### src/rtl/serial_add_ctrl_pkg.sv
// Shared definitions for the bit-serial adder controller.
// State encoding is fixed so other blocks can decode it directly.
package serial_add_ctrl_pkg;

   typedef enum logic [1:0] {
      IDLE = 2'd0,
      RUN  = 2'd1,
      DONE = 2'd2
   } state_t;

endpackage

### src/rtl/serial_add_ctrl_fa.sv
// Purely combinational 1-bit full adder, time-shared by the serial controller.
module fa (
   input  logic a,
   input  logic b,
   input  logic cin,
   output logic sum,
   output logic cout
);

   assign sum  = a ^ b ^ cin;
   assign cout = (a & b) | (cin & (a ^ b));

endmodule

### src/rtl/serial_add_ctrl.sv
// Bit-serial WIDTH-bit adder: one full adder, LSB first, one bit per RUN cycle.
// sum/cout update only on the edge that enters DONE and hold otherwise.
module serial_add_ctrl
   import serial_add_ctrl_pkg::*;
#(
   parameter int WIDTH = 8,
   localparam int CW   = $clog2(WIDTH + 1)
) (
   input  logic             clk,
   input  logic             rst_n,
   input  logic             start,
   input  logic [WIDTH-1:0] a,
   input  logic [WIDTH-1:0] b,
   input  logic             cin,
   output logic             busy,
   output logic             done,
   output logic [WIDTH-1:0] sum,
   output logic             cout
);

   state_t           state;
   logic [WIDTH-1:0] op_a;
   logic [WIDTH-1:0] op_b;
   logic [WIDTH-1:0] res;
   logic             carry;
   logic [CW-1:0]    cnt;

   logic             fa_sum;
   logic             fa_cout;
   logic [WIDTH-1:0] res_next;

   fa u_fa (
      .a    (op_a[0]),
      .b    (op_b[0]),
      .cin  (carry),
      .sum  (fa_sum),
      .cout (fa_cout)
   );

   // New bit enters at the MSB; after WIDTH shifts bit 0 holds the LSB result.
   assign res_next = WIDTH'({fa_sum, res} >> 1);

   always_ff @(posedge clk or negedge rst_n) begin
      if (!rst_n) begin
         state <= IDLE;
         busy  <= 1'b0;
         done  <= 1'b0;
         sum   <= '0;
         cout  <= 1'b0;
         op_a  <= '0;
         op_b  <= '0;
         res   <= '0;
         carry <= 1'b0;
         cnt   <= '0;
      end else begin
         case (state)
            IDLE: begin
               done <= 1'b0;
               if (start) begin
                  op_a  <= a;
                  op_b  <= b;
                  carry <= cin;
                  res   <= '0;
                  cnt   <= '0;
                  busy  <= 1'b1;
                  state <= RUN;
               end
            end
            RUN: begin
               op_a  <= op_a >> 1;
               op_b  <= op_b >> 1;
               res   <= res_next;
               carry <= fa_cout;
               cnt   <= cnt + CW'(1);
               if (cnt == CW'(WIDTH - 1)) begin
                  sum   <= res_next;
                  cout  <= fa_cout;
                  busy  <= 1'b0;
                  done  <= 1'b1;
                  state <= DONE;
               end
            end
            DONE: begin
               done  <= 1'b0;
               state <= IDLE;
            end
            default: begin
               busy  <= 1'b0;
               done  <= 1'b0;
               state <= IDLE;
            end
         endcase
      end
   end

endmodule

### config.mk
export PLATFORM = sky130hd
export DESIGN_NAME = serial_add_ctrl
export DESIGN_NICKNAME = d
export VERILOG_FILES = /design/src/rtl/serial_add_ctrl_pkg.sv /design/src/rtl/serial_add_ctrl_fa.sv /design/src/rtl/serial_add_ctrl.sv
export SDC_FILE = /design/constraint.sdc
export NUM_CORES = 1
export LEC_CHECK = 0
export BUFFER_PORTS_ARGS = -buffer_cell sky130_fd_sc_hd__buf_2
export CORE_MARGIN = 2
export CORE_UTILIZATION = 47
export CTS_CLUSTER_SIZE = 40
export DETAILED_ROUTE_END_ITERATION = 7
export MAX_ROUTING_LAYER = met4
export PLACE_DENSITY = 0.78
export SLEW_MARGIN = 0
export SYNTH_ARGS = -nofsm -noshare
export SYNTH_HDL_FRONTEND = slang
export SYNTH_SLANG_ARGS = --single-unit
### constraint.sdc
create_clock -name clk -period 2.2 [get_ports clk]
set_input_delay 0.44 -clock clk [delete_from_list [all_inputs] [get_ports clk]]
set_output_delay 0.44 -clock clk [all_outputs]
set_load 0.01 [all_outputs]
==> flow_metrics.tcl, run 1 <==
set metrics [dict create \
    path_class "reg -> reg" \
    synthCells 159 \
    drive_gt1_share_pct 29.1 \
    critPathSlowestCell "nor2b_1" \
    grt_pass1_vias 1304 \
    num_vias 1326 \
    initialDrtViolationCount 98 \
    cts_root_buffer "clkbuf_8" \
    holdCritPathClass "in -> async" \
    power_uw 2730 \
    final_nets 210 \
    overflow 0 \
    die-width_microns 67.3 \
    fin_skew_ns 0.00251 \
    postCtsHoldBufs 0 \
    synth.most_common_cell "dfrtp_1" \
    synth_warnings 0 \
    cts_buffer_depth 2 \
    syn_nets 181 \
    critPathArrivalTime_ns 1.91 \
    worstPathRequired_ns 2.42 \
    viasPerCell 5.59 \
    initial_core_util_pct 50.3 \
    die_area_sq_um 4530 \
    tightest_slew_ns 1.12 \
    yosys-top-cells-count "41 x dfrtp_1, 19 x a21oi_1, 16 x o21ai_0" \
    crit_chain "nor2b_1 -> a21oi_1 -> o21ai_0" \
    period_share_pct 77.1 \
    netlist.area_leader.share_pct 54.5 \
    path_delay_family "simple AND/OR/NAND/NOR gates" \
    max_slew_margin_pct 25.3 \
    firstDrtPassIters 4 \
    tns_ns 0 \
    min_period_ns 1.70 \
    grt_setup_unrepaired "false" \
    gp_congestion 0.797 \
    crit_path_max_fanout 17 \
    synthTopCellsByArea "dfrtp_1 55%, mux2_4 7.2%, a22oi_1 5.6%" \
    syn-cell-area_sq_um 1880 \
    grt.total_usage_pct 19.0 \
    drc 0 \
    nFillCells 337 \
    cts_tree "done" \
    cts-resized-gates 0 \
    core_sq_um 3740 \
    grt_max_degree 42 \
    area_growth_syn_to_layout_pct 14.6 \
    synthFlopType "dfrtp_1" \
    busiest_layer "met2" \
    postRouteAntennaNets 0 \
    row_count 22 \
    synth_seq_cells 41 \
    cts_max_level 2 \
    cts_setup_buffers 0 \
    ir_drop_mv 0.577 \
    grt_pass1_wl_mm 6.15 \
    clkTransAtPathRegs_ns 0.08 \
    hold_viol 0 \
    synth_edf_count 0 \
    p_per_area_nw_per_um2 1270 \
    port_buffers 30 \
    syn_area_per_cell_sq_um 11.8 \
    wirelength_mm 3.58 \
    ys_types 28 \
    async_flop_share_pct 100 \
    use_met3_pct 6.17 \
    met1_usage_pct 24.7 \
    yosysTopAreaCell "dfrtp_1" \
    post_drt_wl_per_cell_microns 15.1 \
    timing.fmax_mhz 590 \
    start_kind "flop" \
    antenna_found_initial 0 \
    boundaryPins 31 \
    clock-sinks 41 \
    finalSetupViolations 0 \
    cts_buffers 5 \
    use_met2_pct 28.2 \
    final_max_slew_viol_count 0 \
    clkLatencyLatePin_ns 0.29 \
    total_leakage_power_uw 0.00104 \
    crit_buf_inv 0 \
    antenna_cells 0 \
    cp_slowest_stage_delay_ns 0.87 \
    synth_seq_area_share_pct 54.5 \
    outcome "complete, no violations" \
    cap_violations 0 \
    endpoint_kind "flop" \
    die_h_microns 67.3 \
    dp_hpwl_mm 2.42 \
]
## cell type report
type                    count  area [sq um]  share of cell area, %
repair buffers             34           180                   8.35
flip-flops and latches     41          1030                   47.6
clock inverters             3          46.3                   2.15
multi-input cells         104           768                   35.6
well taps                  48          60.1                   2.78
inverters                   2          7.51                  0.348
clock buffers               5          68.8                   3.19
## kinds of logic (layout without fill, tap and decap cells)
logic type | after synthesis | after routing | synth area share, %
AO/OA/AOI/OAI | 63 | 63 | 21.0
flip-flops | 41 | 41 | 54.5
buffers and inverters | 14 | 44 | 4.65
AND/OR/NAND/NOR | 28 | 28 | 9.71
multiplexers | 11 | 11 | 8.38
adder cells (fa/ha/maj) | 2 | 2 | 1.73
## cells in the final DEF (no fill, tap or decap), drive strengths merged, types with 2 or more instances in the layout
cell	Yosys	final
a21oi	19	19
a22o	9	9
a22oi	14	14
and2b	5	5
and3b	2	2
buf	10	34
clkbuf	2	5
dfrtp	41	41
inv	2	2
mux2	11	11
nand2	3	3
nor2	2	2
nor2b	13	13
o21ai	17	17
## per-stage QoR
step                cell area, sq um  util (%)  hold WS [ns]  instances  worst slack [ns]
floorplan                       1880         -         0.144        159             0.690
detailed placement              2040      54.5         0.483        229             0.341
CTS                             2160      57.6         0.291        237             0.489
global placement                2040      54.5         0.471        229             0.437
global route                    2160      57.6         0.333        237             0.270
finish                          2160      57.6         0.267        237             0.504
## sequential cells by signal, indices dropped and copies added, names as in the netlist
register / count
carry: 1
op_b: 8
sum: 8
res: 7
done: 1
cnt: 4
op_a: 8
busy: 1
state: 2
cout: 1
## routing by layer
| layer | wire length (microns) | share of wire, % |
|---|---|---|
| met2 | 1680 | 47 |
| met1 | 1670 | 47 |
| met4 | 50 | 1.4 |
| met5 | 0 | 0 |
| met3 | 179 | 5.0 |
## path summary, 6_finish.rpt
kind	start	to	slack [ns]	cells past startpoint
min in group clk	b[6]	op_b[6]	0.43	3
max reg2reg	state[1]	op_b[3]	0.50	3
max in group asynchronous	rst_n	op_a[2]	1.37	1
min reg2reg	done	done	0.49	1
max	state[1]	op_b[3]	0.50	3
min	rst_n	busy	0.27	1
## power breakdown
group / leakage, uW / switching (uW) / internal [uW]
combinational: 0.000452 / 421 / 474
clock: 0.0000543 / 267 / 339
sequential: 0.000533 / 205 / 1020
total: 0.00104 / 892 / 1840
No activity file was read; power rests on OpenSTA's default activity.
==> inputs of run 2 (changes only) <==
- PLACE_DENSITY: 0.78 -> 0.81
- clock period: 2.2 -> 1.4 ns (I/O delays scaled with it)
==> flow_metrics.tcl, run 2 (same netlist as run 1, synthesis figures left out) <==
set metrics [dict create \
    crit_path_max_fanout 5 \
    tightest_slew_ns 0.269 \
    use_met2_pct 30.2 \
    outcome "complete, no violations" \
    antenna_cells 0 \
    gp_congestion 0.733 \
    clkLatencyLatePin_ns 0.30 \
    min_period_ns 1.37 \
    finalSetupViolations 0 \
    multi_input_area_sq_um 783 \
    p_per_area_nw_per_um2 1980 \
    num_vias 1413 \
    met1_usage_pct 25.6 \
    endpoint_kind "flop" \
    firstDrtPassIters 4 \
    initialDrtViolationCount 69 \
    post-place-ws_ns 0.000577 \
    die_area_sq_um 4530 \
    wirelength_mm 3.97 \
    clkTransAtPathRegs_ns 0.08 \
    grt_pass1_vias 1393 \
    final_max_slew_viol_count 0 \
    seq_area_sq_um 1030 \
    reg_top3 "op_a x8, op_b x8, sum x8" \
    drc 0 \
    period_share_pct 97.6 \
    initial_core_util_pct 50.3 \
    cts_buffers 5 \
    final_nets 224 \
    crit_chain "ha_2 -> and3b_2 -> and2_4 -> mux2_4" \
    use_met3_pct 4.83 \
    boundaryPins 31 \
    path_delay_family "simple AND/OR/NAND/NOR gates" \
    die_h_microns 67.3 \
    cts_max_level 2 \
    dp_hpwl_mm 2.48 \
    layout_commonest_cell "dfrtp_1" \
    cts_root_buffer "clkbuf_8" \
    fin_ws_ns 0.0334 \
    grt_pass1_wl_mm 6.55 \
    postRouteAntennaNets 0 \
    total_leakage_power_uw 0.00111 \
    overflow 0 \
    crit_buf_inv 0 \
    clock-sinks 41 \
    worstPathRequired_ns 1.59 \
    mostFrequentLayoutCells "40 x dfrtp_1, 31 x buf_2, 19 x a21oi_1" \
    cts_tree "done" \
    fin_skew_ns 0.00763 \
    viasPerCell 5.63 \
    port_buffers 30 \
    max_slew_margin_pct 82.1 \
    holdCritPathClass "in -> reg" \
    timing.fmax_mhz 732 \
    finalNonFillerCells 251 \
    path_class "reg -> reg" \
    hold_viol 0 \
    die-width_microns 67.3 \
    cap_violations 0 \
    core_sq_um 3740 \
    critPathArrivalTime_ns 1.56 \
    post_drt_wl_per_cell_microns 15.8 \
    area_growth_syn_to_layout_pct 21.4 \
    row_count 22 \
    nFillCells 318 \
    ir_drop_mv 0.853 \
    grt.total_usage_pct 19.9 \
    grt_setup_unrepaired "true" \
    busiest_layer "met2" \
    drive_gt1_share_pct 35.0 \
    start_kind "flop" \
    placedCellCount 239 \
    cts_buffer_depth 2 \
    grt_max_degree 42 \
    antenna_found_initial 0 \
    critPathSlowestCell "dfrtp_1" \
    cp_slowest_stage_delay_ns 0.38 \
]
run 2: per-layer routing:
metal / part of all wire (%) / vias up / wire (microns)
met5: 0 / - / 0
met4: 1.7 / 0 / 68
met3: 5.2 / 10 / 207
met2: 47 / 41 / 1850
met1: 46 / 696 / 1840
li1: - / 666 / -
run 2: final cells by class:
class,instances,share of cell area [%]
multi-input combinational,105,34.3
sequential,41,45.0
timing repair buffer,47,12.7
clock buffer,7,3.78
inverter,2,0.329
tap,48,2.63
clock inverter,1,1.31
run 2: where the power goes:
group	switching, uW	leakage (uW)	internal (uW)
Sequential	312	0.000532	1610
Combinational	737	0.000524	882
Clock	410	0.0000585	581
Total	1460	0.00111	3080
run 2: timing repair:
| action | 4_1_cts | 5_1_grt |
|---|---|---|
| hold buffers | 1 | 0 |
| setup endpoints to repair | 1 | 14 |
| resized for setup | 0 | 4 |
| buffers inserted | 0 | 1 |
| gates cloned | 0 | 2 |
| endpoints found under the hold margin | 41 | 0 |
run 2: through the flow:
step           total power [uW]  hold WS, ns  instance area, sq um  util [%]  TNS (ns)
5_1_grt                    4840        0.274                  2280      61.0   -0.0516
2_1_floorplan              2990      -0.0156                  1890         -    -0.571
3_3_place_gp               3430        0.267                  2130      57.0         0
3_5_place_dp               3490        0.280                  2130      57.0         0
4_1_cts                    4490        0.249                  2260      60.4  -0.00484
6_report                   4530        0.248                  2280      61.0         0
run 2: tightest hold or removal path, stage by stage:
cell and delay (ns):
buf_2 0.07, a21oi_1 0.05, o21ai_1 0.10
run 2: worst paths after layout:
path / start / end / slack (ns) / cells past startpoint
worst max-delay path: cnt[1] / sum[4] / 0.03 / 4
worst min-delay path: b[4] / op_b[4] / 0.25 / 3
worst max register to register: cnt[1] / sum[4] / 0.03 / 4
worst min register to register: done / done / 0.50 / 1
max in group asynchronous: rst_n / state[1] / 0.72 / 3
min in group asynchronous: rst_n / sum[3] / 0.48 / 3
